**src/rtl/uart_pkg.sv**
```systemverilog
// Shared UART definitions: default frame geometry and the receiver state encoding.
// Also used by the baud tick generator and the transmitter.
package uart_pkg;

    localparam int UART_DATA_BITS  = 8;
    localparam int UART_OVERSAMPLE = 16;

    typedef enum logic [2:0] {
        IDLE  = 3'd0,
        START = 3'd1,
        DATA  = 3'd2,
        STOP  = 3'd3,
        BREAK = 3'd4
    } uart_state_e;

endpackage

```
**src/rtl/uart_sync.sv**
```systemverilog
// Two-flop synchroniser for an asynchronous level input, preset to 1 (idle line level).
module uart_sync (
    input  logic clk,
    input  logic reset,
    input  logic async_in,
    output logic sync_out
);

    logic meta_q, meta_d;
    logic sync_q, sync_d;

    always_comb begin
        meta_d = async_in;
        sync_d = meta_q;
    end

    always_ff @(posedge clk or negedge reset) begin
        if (!reset) begin
            meta_q <= 1'b1;
            sync_q <= 1'b1;
        end else begin
            meta_q <= meta_d;
            sync_q <= sync_d;
        end
    end

    assign sync_out = sync_q;

endmodule

```
**src/rtl/uart_rx.sv**
```systemverilog
// 8N1 UART receiver on a 16x oversampling tick: start validation, mid-bit sampling,
// stop check, and a one-entry holding register with a valid/ready handshake.
module uart_rx
    import uart_pkg::*;
#(
    parameter int DATA_BITS  = UART_DATA_BITS,
    parameter int OVERSAMPLE = UART_OVERSAMPLE
) (
    input  logic                 clk,
    input  logic                 reset,
    input  logic                 baud_tick,
    input  logic                 rx,
    output logic [DATA_BITS-1:0] rx_data,
    output logic                 rx_valid,
    input  logic                 rx_ready,
    output logic                 frame_err,
    output logic                 overrun
);

    localparam int TW = $clog2(OVERSAMPLE);
    localparam int BW = $clog2(DATA_BITS + 1);
    localparam logic [TW-1:0] HALF_LAST = TW'(OVERSAMPLE / 2 - 1);
    localparam logic [TW-1:0] TICK_LAST = TW'(OVERSAMPLE - 1);
    localparam logic [BW-1:0] BIT_LAST  = BW'(DATA_BITS - 1);

    logic rx_s;

    uart_state_e          state_q, state_d;
    logic [TW-1:0]        tick_cnt_q, tick_cnt_d;
    logic [BW-1:0]        bit_cnt_q, bit_cnt_d;
    logic [DATA_BITS-1:0] shift_q, shift_d;
    logic [DATA_BITS-1:0] rx_data_q, rx_data_d;
    logic                 rx_valid_q, rx_valid_d;
    logic                 frame_err_q, frame_err_d;
    logic                 overrun_q, overrun_d;

    uart_sync u_sync (
        .clk     (clk),
        .reset   (reset),
        .async_in(rx),
        .sync_out(rx_s)
    );

    always_comb begin
        state_d     = state_q;
        tick_cnt_d  = tick_cnt_q;
        bit_cnt_d   = bit_cnt_q;
        shift_d     = shift_q;
        rx_data_d   = rx_data_q;
        rx_valid_d  = rx_valid_q & ~rx_ready;
        frame_err_d = 1'b0;
        overrun_d   = 1'b0;

        case (state_q)
            IDLE: begin
                if (!rx_s) begin
                    state_d    = START;
                    tick_cnt_d = '0;
                end
            end
            // Half a bit in: a line that has returned high was only a glitch.
            START: begin
                if (baud_tick) begin
                    if (tick_cnt_q == HALF_LAST) begin
                        if (!rx_s) begin
                            state_d    = DATA;
                            tick_cnt_d = '0;
                            bit_cnt_d  = '0;
                        end else begin
                            state_d = IDLE;
                        end
                    end else begin
                        tick_cnt_d = tick_cnt_q + 1'b1;
                    end
                end
            end
            DATA: begin
                if (baud_tick) begin
                    if (tick_cnt_q == TICK_LAST) begin
                        shift_d    = {rx_s, shift_q[DATA_BITS-1:1]};
                        bit_cnt_d  = bit_cnt_q + 1'b1;
                        tick_cnt_d = '0;
                        if (bit_cnt_q == BIT_LAST) begin
                            state_d = STOP;
                        end
                    end else begin
                        tick_cnt_d = tick_cnt_q + 1'b1;
                    end
                end
            end
            // A consumer accepting on this very cycle frees the register for the new byte.
            STOP: begin
                if (baud_tick) begin
                    if (tick_cnt_q == TICK_LAST) begin
                        tick_cnt_d = '0;
                        if (rx_s) begin
                            state_d = IDLE;
                            if (!rx_valid_q || rx_ready) begin
                                rx_data_d  = shift_q;
                                rx_valid_d = 1'b1;
                            end else begin
                                overrun_d = 1'b1;
                            end
                        end else begin
                            frame_err_d = 1'b1;
                            state_d     = BREAK;
                        end
                    end else begin
                        tick_cnt_d = tick_cnt_q + 1'b1;
                    end
                end
            end
            BREAK: begin
                if (baud_tick && rx_s) begin
                    state_d = IDLE;
                end
            end
            default: state_d = IDLE;
        endcase
    end

    always_ff @(posedge clk or negedge reset) begin
        if (!reset) begin
            state_q     <= IDLE;
            tick_cnt_q  <= '0;
            bit_cnt_q   <= '0;
            shift_q     <= '0;
            rx_data_q   <= '0;
            rx_valid_q  <= 1'b0;
            frame_err_q <= 1'b0;
            overrun_q   <= 1'b0;
        end else begin
            state_q     <= state_d;
            tick_cnt_q  <= tick_cnt_d;
            bit_cnt_q   <= bit_cnt_d;
            shift_q     <= shift_d;
            rx_data_q   <= rx_data_d;
            rx_valid_q  <= rx_valid_d;
            frame_err_q <= frame_err_d;
            overrun_q   <= overrun_d;
        end
    end

    assign rx_data   = rx_data_q;
    assign rx_valid  = rx_valid_q;
    assign frame_err = frame_err_q;
    assign overrun   = overrun_q;

endmodule

```
**config.mk**
```make
export PLATFORM = sky130hd
export DESIGN_NAME = uart_rx
export DESIGN_NICKNAME = d
export VERILOG_FILES = /design/src/rtl/uart_pkg.sv /design/src/rtl/uart_sync.sv /design/src/rtl/uart_rx.sv
export SDC_FILE = /design/constraint.sdc
export NUM_CORES = 1
export LEC_CHECK = 0
export BUFFER_PORTS_ARGS = -buffer_cell sky130_fd_sc_hd__clkbuf_2
export CORE_MARGIN = 5
export CORE_UTILIZATION = 57
export DETAILED_ROUTE_END_ITERATION = 16
export PLACE_DENSITY = 0.79
export SLEW_MARGIN = 10
export SYNTH_ARGS = -nofsm -noshare
export SYNTH_HDL_FRONTEND = slang
export SYNTH_SLANG_ARGS = --single-unit
```
**constraint.sdc**
```tcl
create_clock -name clk -period 2.2 [get_ports clk]
set_input_delay 0.22 -clock clk [delete_from_list [all_inputs] [get_ports clk]]
set_output_delay 0.22 -clock clk [all_outputs]
set_load 0.05 [all_outputs]
```
== Yosys cells after proc, flatten, opt, wreduce, memory -nomap -nowiden ==
Index checks and enable logic that the tools add are counted.

* Add/sub/neg operators: 2
* Equality and inequality tests: 18
* Mux-type cells: 38
* Bitwise gates (word level): 2
* Reductions and logical operators: 12

{| class="wikitable"
|+ Operators with widths
! operator !! count
|-
| $mux W4 || 10
|-
| $mux W3 || 10
|-
| $ne A2 B2 Y1 const B || 10
|-
| $pmux W3 S5 || 1
|-
| $mux W1 || 14
|-
| $pmux W4 S3 || 1
|-
| $reduce_and A9 Y1 || 1
|-
| $add A4 B1 Y4 const B || 2
|-
| $eq A4 B3 Y1 const B || 2
|-
| $pmux W4 S2 || 1
|-
| $eq A3 B2 Y1 const B || 2
|-
| $reduce_and A3 Y1 || 2
|-
| $reduce_and A6 Y1 || 1
|-
| $reduce_and A5 Y1 || 1
|-
| $eq A4 B4 Y1 const B || 1
|-
| $eq A3 B1 Y1 const B || 1
|-
| $eq A3 B3 Y1 const B || 1
|-
| $logic_not A3 Y1 || 1
|-
| $reduce_bool A3 Y1 || 1
|-
| $mux W2 || 1
|-
| $ne A2 B1 Y1 const B || 1
|-
| $reduce_bool A2 Y1 || 1
|-
| $reduce_or A2 Y1 || 1
|-
| $and A1 B1 Y1 || 1
|-
| 4 further kinds || 4
|}

* Register bits: 32
* Input bits: 5
* Output and inout port bits: 11
* Logic and storage cells: 82

== Logic depth before layout (Yosys ltp) ==
* Depth after elaboration: 7
* Gate-level depth with buffers: 7

== Modules after synthesis ==
From an unflattened synthesis, not the netlist that was laid out.

* Cell total of the unflattened synthesis: 129
* Area total of the unflattened synthesis: 1,552.7 um^2

{| class="wikitable"
|+ Modules (own cells, without submodules)
! module !! times used !! cells an instance !! area an instance (um^2) !! seq. area each (um^2)
|-
| uart_rx || 1 || 127 || 1,500.2 || 750.7
|-
| uart_sync || 1 || 2 || 52.6 || 52.6
|}

== Worst setup path before layout ==
No wires, ideal clock.

* Path type: register to register
* Start: reg tick_cnt_q[0]
* End: reg rx_data_q[0] (netlist: rx_data[0])
* Library setup time: 0.125 ns
* Data arrival time: 1.629 ns
* Data required time: 2.075 ns
* Slack: 0.446 ns
* Cell stages (with the launch flop): 8
* Clock period less this slack: 1.754 ns
* Cells stage by stage: dfrtp_1 > ha_1 > and3_1 > buf_6 > nand4_1 > nor2b_1 > buf_4 > mux2_2

* Word-level cells in the longest chain between the ends: 2

{| class="wikitable"
|+ Ends and longest elaborated chain
! what !! RTL line !! text
|-
| start: declaration || uart_rx.sv:29 || <nowiki>logic [TW-1:0] tick_cnt_q, tick_cnt_d;</nowiki>
|-
| start signal: assignment || uart_rx.sv:134 || <nowiki>tick_cnt_q <= tick_cnt_d;</nowiki>
|-
| $eq A4 B4 Y1 || uart_rx.sv:94 || <nowiki>if (tick_cnt_q == TICK_LAST) begin</nowiki>
|-
| $reduce_and A5 Y1 (no source line) || - ||
|-
| end signal: assignment || uart_rx.sv:137 || <nowiki>rx_data_q <= rx_data_d;</nowiki>
|-
| end: declaration || uart_rx.sv:32 || <nowiki>logic [DATA_BITS-1:0] rx_data_q, rx_data_d;</nowiki>
|}

No other way between the ends.
A chain may end at the register's enable or synchronous reset.

== Final worst setup path ==
* Start: reg tick_cnt_q[0]
* End: reg rx_data_q[2] (netlist: rx_data[2])

The elaborated chain is that of the path after synthesis.

==> summary.txt <==
Critical path
  – Crit start category: flop
  – Crit. End Element: flop
  – Critical path type: flop to flop
  – Critical Path AT: 2.21 ns
  – FF-to-FF path depth: 6
  – Crit path max fanout: 8
  – Req. time, crit path: 2.43 ns

STA
  – Slew Limit Fails: 0
  – Worst-Margin Slew: 0.767 ns
  – Setup TNS Final: 0 ns
  – Final setup fails: 0
  – Max-slew headroom: 48.9%
  – F_max: 503 MHz
  – RSZ-0062 raised after global routing: false
  – Period minus WS final: 1.99 ns
  – Final hold violation count: 0
  – Worst Clk Skew: 0.0142 ns
  – Period utilization: 90.4%

Placed design
  – Port Buffers: 15
  – Hpwl dp: 2.03 mm
  – RePlAce Congestion: 0.819
  – Placed cell area: 1580 µm²

Clock network
  – TritonCTS clock tree: done
  – Clk root buf: clkbuf_4
  – Sink Count: 32
  – Clk_lat worst skew: 0.33 ns
  – CTS max path bufs: 2
  – Post-CTS Setup Inserts: 0
  – Num CTS Buffers: 5
  – CTS clk-pin slew, worst paths: 0.11 ns
  – Post-CTS Resized: 0
  – H-Tree Depth: 2

Routing
  – Antenna-violating nets left: 0
  – DRT Pass-1 Iters: 4
  – Drt drc: 0
  – Initial DRC Count: 51
  – Via Count: 1089
  – Routed length per instance: 16.3 µm
  – Via density: 6.02
  – Routed WL: 2.95 mm

Die
  – # rows: 18
  – Initial Util: 60.4%
  – # IOs: 16
  – Die ar.: 3780 µm²
  – Chip width: 61.5 µm
  – Die Span Y: 61.5 µm
  – Core box area: 2500 µm²

Global routing
  – Total global routing track utilization: 18.5%
  – Total congestion overflow: 0
  – First-pass GRT wire length: 5.12 mm
  – Vias in the first global route: 1136
  – Initial antenna violation count: 0
  – Largest net degree at the start of global routing: 33

Finish
  – Antenna diode count: 0
  – Area growth syn-to-layout: 10.9%
  – Share of layout cells above drive strength 1: 30.5%
  – Multi-input gate area: 628 µm²
  – Layout net count: 157
  – Final instance area: 1670 µm²
  – Fillers: 185
  – Register area: 803 µm²
  – Commonest non-fill, non-tap cell in the layout: dfrtp_1
  – Most frequent cells in the layout: 30 x dfrtp_1, 15 x mux2_2, 15 x clkbuf_2

Synth
  – Post-Syn Area per Cell: 11.4 µm²
  – Area of the mapped netlist: 1510 µm²
  – Seq cells post-synth: 32
  – Yosys Warn Count: 0
  – Cells after Synth: 132
  – Ys async rst share: 100%
  – Post-synth EDFFs: 0
  – Post-synthesis sequential area ratio: 53.2%
  – Syn Nets: 139
  – Synth cell types: 39
  – Post-synth top flop: dfrtp_1

Flow run
  – Max Cap Violations: 0

Worst hold path
  – WHS Path Cells: 3
  – Min-Delay Path Class: input pin to flop

Pwr
  – P per Cell Area: 1000 nW/µm²
  – Peak supply drop: 0.892 mV
  – Leak pwr: 0.823 nW

Status
  – Status: finished clean
power breakdown:
| part | internal (W) | switching (W) | total (W) |
|---|---|---|---|
| sequential | 0.000656 | 0.000139 | 0.000795 |
| clock | 0.000238 | 0.000210 | 0.000448 |
| combinational | 0.000208 | 0.000230 | 0.000439 |
registers in the layout (all words and copies together), names as in the netlist:
signal / count
u_sync.sync_out: 1
tick_cnt_q: 4
rx_data: 8
state_q: 3
frame_err: 1
rx_valid: 1
shift_q: 8
u_sync.meta_q: 1
overrun: 1
bit_cnt_q: 4
cell usage after synthesis (2+ instances only):
| master | n | area [µm²] |
|---|---|---|
| nand2_1 | 11 | 41.3 |
| ha_1 | 2 | 25.0 |
| nor2_1 | 5 | 18.8 |
| nand4_1 | 2 | 12.5 |
| o2bb2ai_1 | 2 | 17.5 |
| dfstp_2 | 2 | 52.6 |
| nor2b_1 | 3 | 18.8 |
| a31oi_1 | 3 | 18.8 |
| a31o_2 | 2 | 17.5 |
| nand2b_1 | 2 | 12.5 |
| inv_1 | 5 | 18.8 |
| nor4_1 | 2 | 12.5 |
| o21ai_0 | 10 | 50.1 |
| mux2_2 | 15 | 169 |
| nand3_1 | 4 | 20.0 |
| o21bai_1 | 2 | 15.0 |
| buf_2 | 3 | 15.0 |
| dfrtp_1 | 30 | 751 |
| buf_4 | 3 | 22.5 |
| buf_6 | 2 | 22.5 |
| a21oi_1 | 4 | 20.0 |
routing by layer:
layer,wire (µm),track usage [%],vias up
met1,1300,23.4,528
met2,1470,30.5,41
met5,0,0,-
met3,137,4.61,6
met4,51,7.27,0
li1,-,-,514
layout make-up:
cell class / instances / share of cell area (%)
Timing Repair Buffer: 19 / 6.58
Sequential cell: 32 / 48.0
Clock buffer: 6 / 2.47
Multi-Input combinational cell: 87 / 37.5
Clock inverter: 2 / 2.09
Tap cell: 30 / 2.24
Inverter: 5 / 1.12
cell families after synthesis:
group / Yosys count / synth area share, %
AOI/OAI and AO/OA: 32 / 14.3
xor gates and xnor gates: 1 / 0.580
adders and majority gates: 2 / 1.66
buffers and inverters: 13 / 5.22
DFF: 32 / 53.2
muxes: 15 / 11.2
and+or+nand+nor: 37 / 13.9
metrics by stage:
step	instances	setup WS (ns)	hold slack, ns	total power, W	utilization, %
2_1_floorplan	132	0.446	-0.0756	0.00120	-
3_3_place_gp	171	0.301	0.310	0.00119	63.1
3_5_place_dp	171	0.237	0.309	0.00123	63.1
4_1_cts	181	0.221	0.167	0.00168	67.0
5_1_grt	181	0.0124	0.206	0.00179	67.0
6_report	181	0.212	0.172	0.00168	67.0
worst max-delay path, stage by stage, from the launching register on:
cell	delay (ns)
dfrtp_1	0.41
ha_1	0.29
and3_1	0.35
nand4_1	0.19
nor2b_1	0.14
buf_4	0.17
mux2_2	0.35
path summary, 6_finish.rpt:
path                                   endpoint  slack (ns)     startpoint
worst max-delay path                 rx_data[2]        0.21  tick_cnt_q[0]
worst min-delay path                    overrun        0.17       rx_ready
worst max register to register       rx_data[2]        0.21  tick_cnt_q[0]
worst min register to register  u_sync.sync_out        0.38  u_sync.meta_q
max in group asynchronous         tick_cnt_q[2]        1.22          reset
min in group asynchronous          bit_cnt_q[2]        0.48          reset
repair_timing:
action / in CTS / in global routing
endpoints found under the hold margin: 31 / 0
hold buffers: 2 / 0
endpoints found under the setup margin: 0 / 0
No activity file was read; power rests on OpenSTA's default activity.
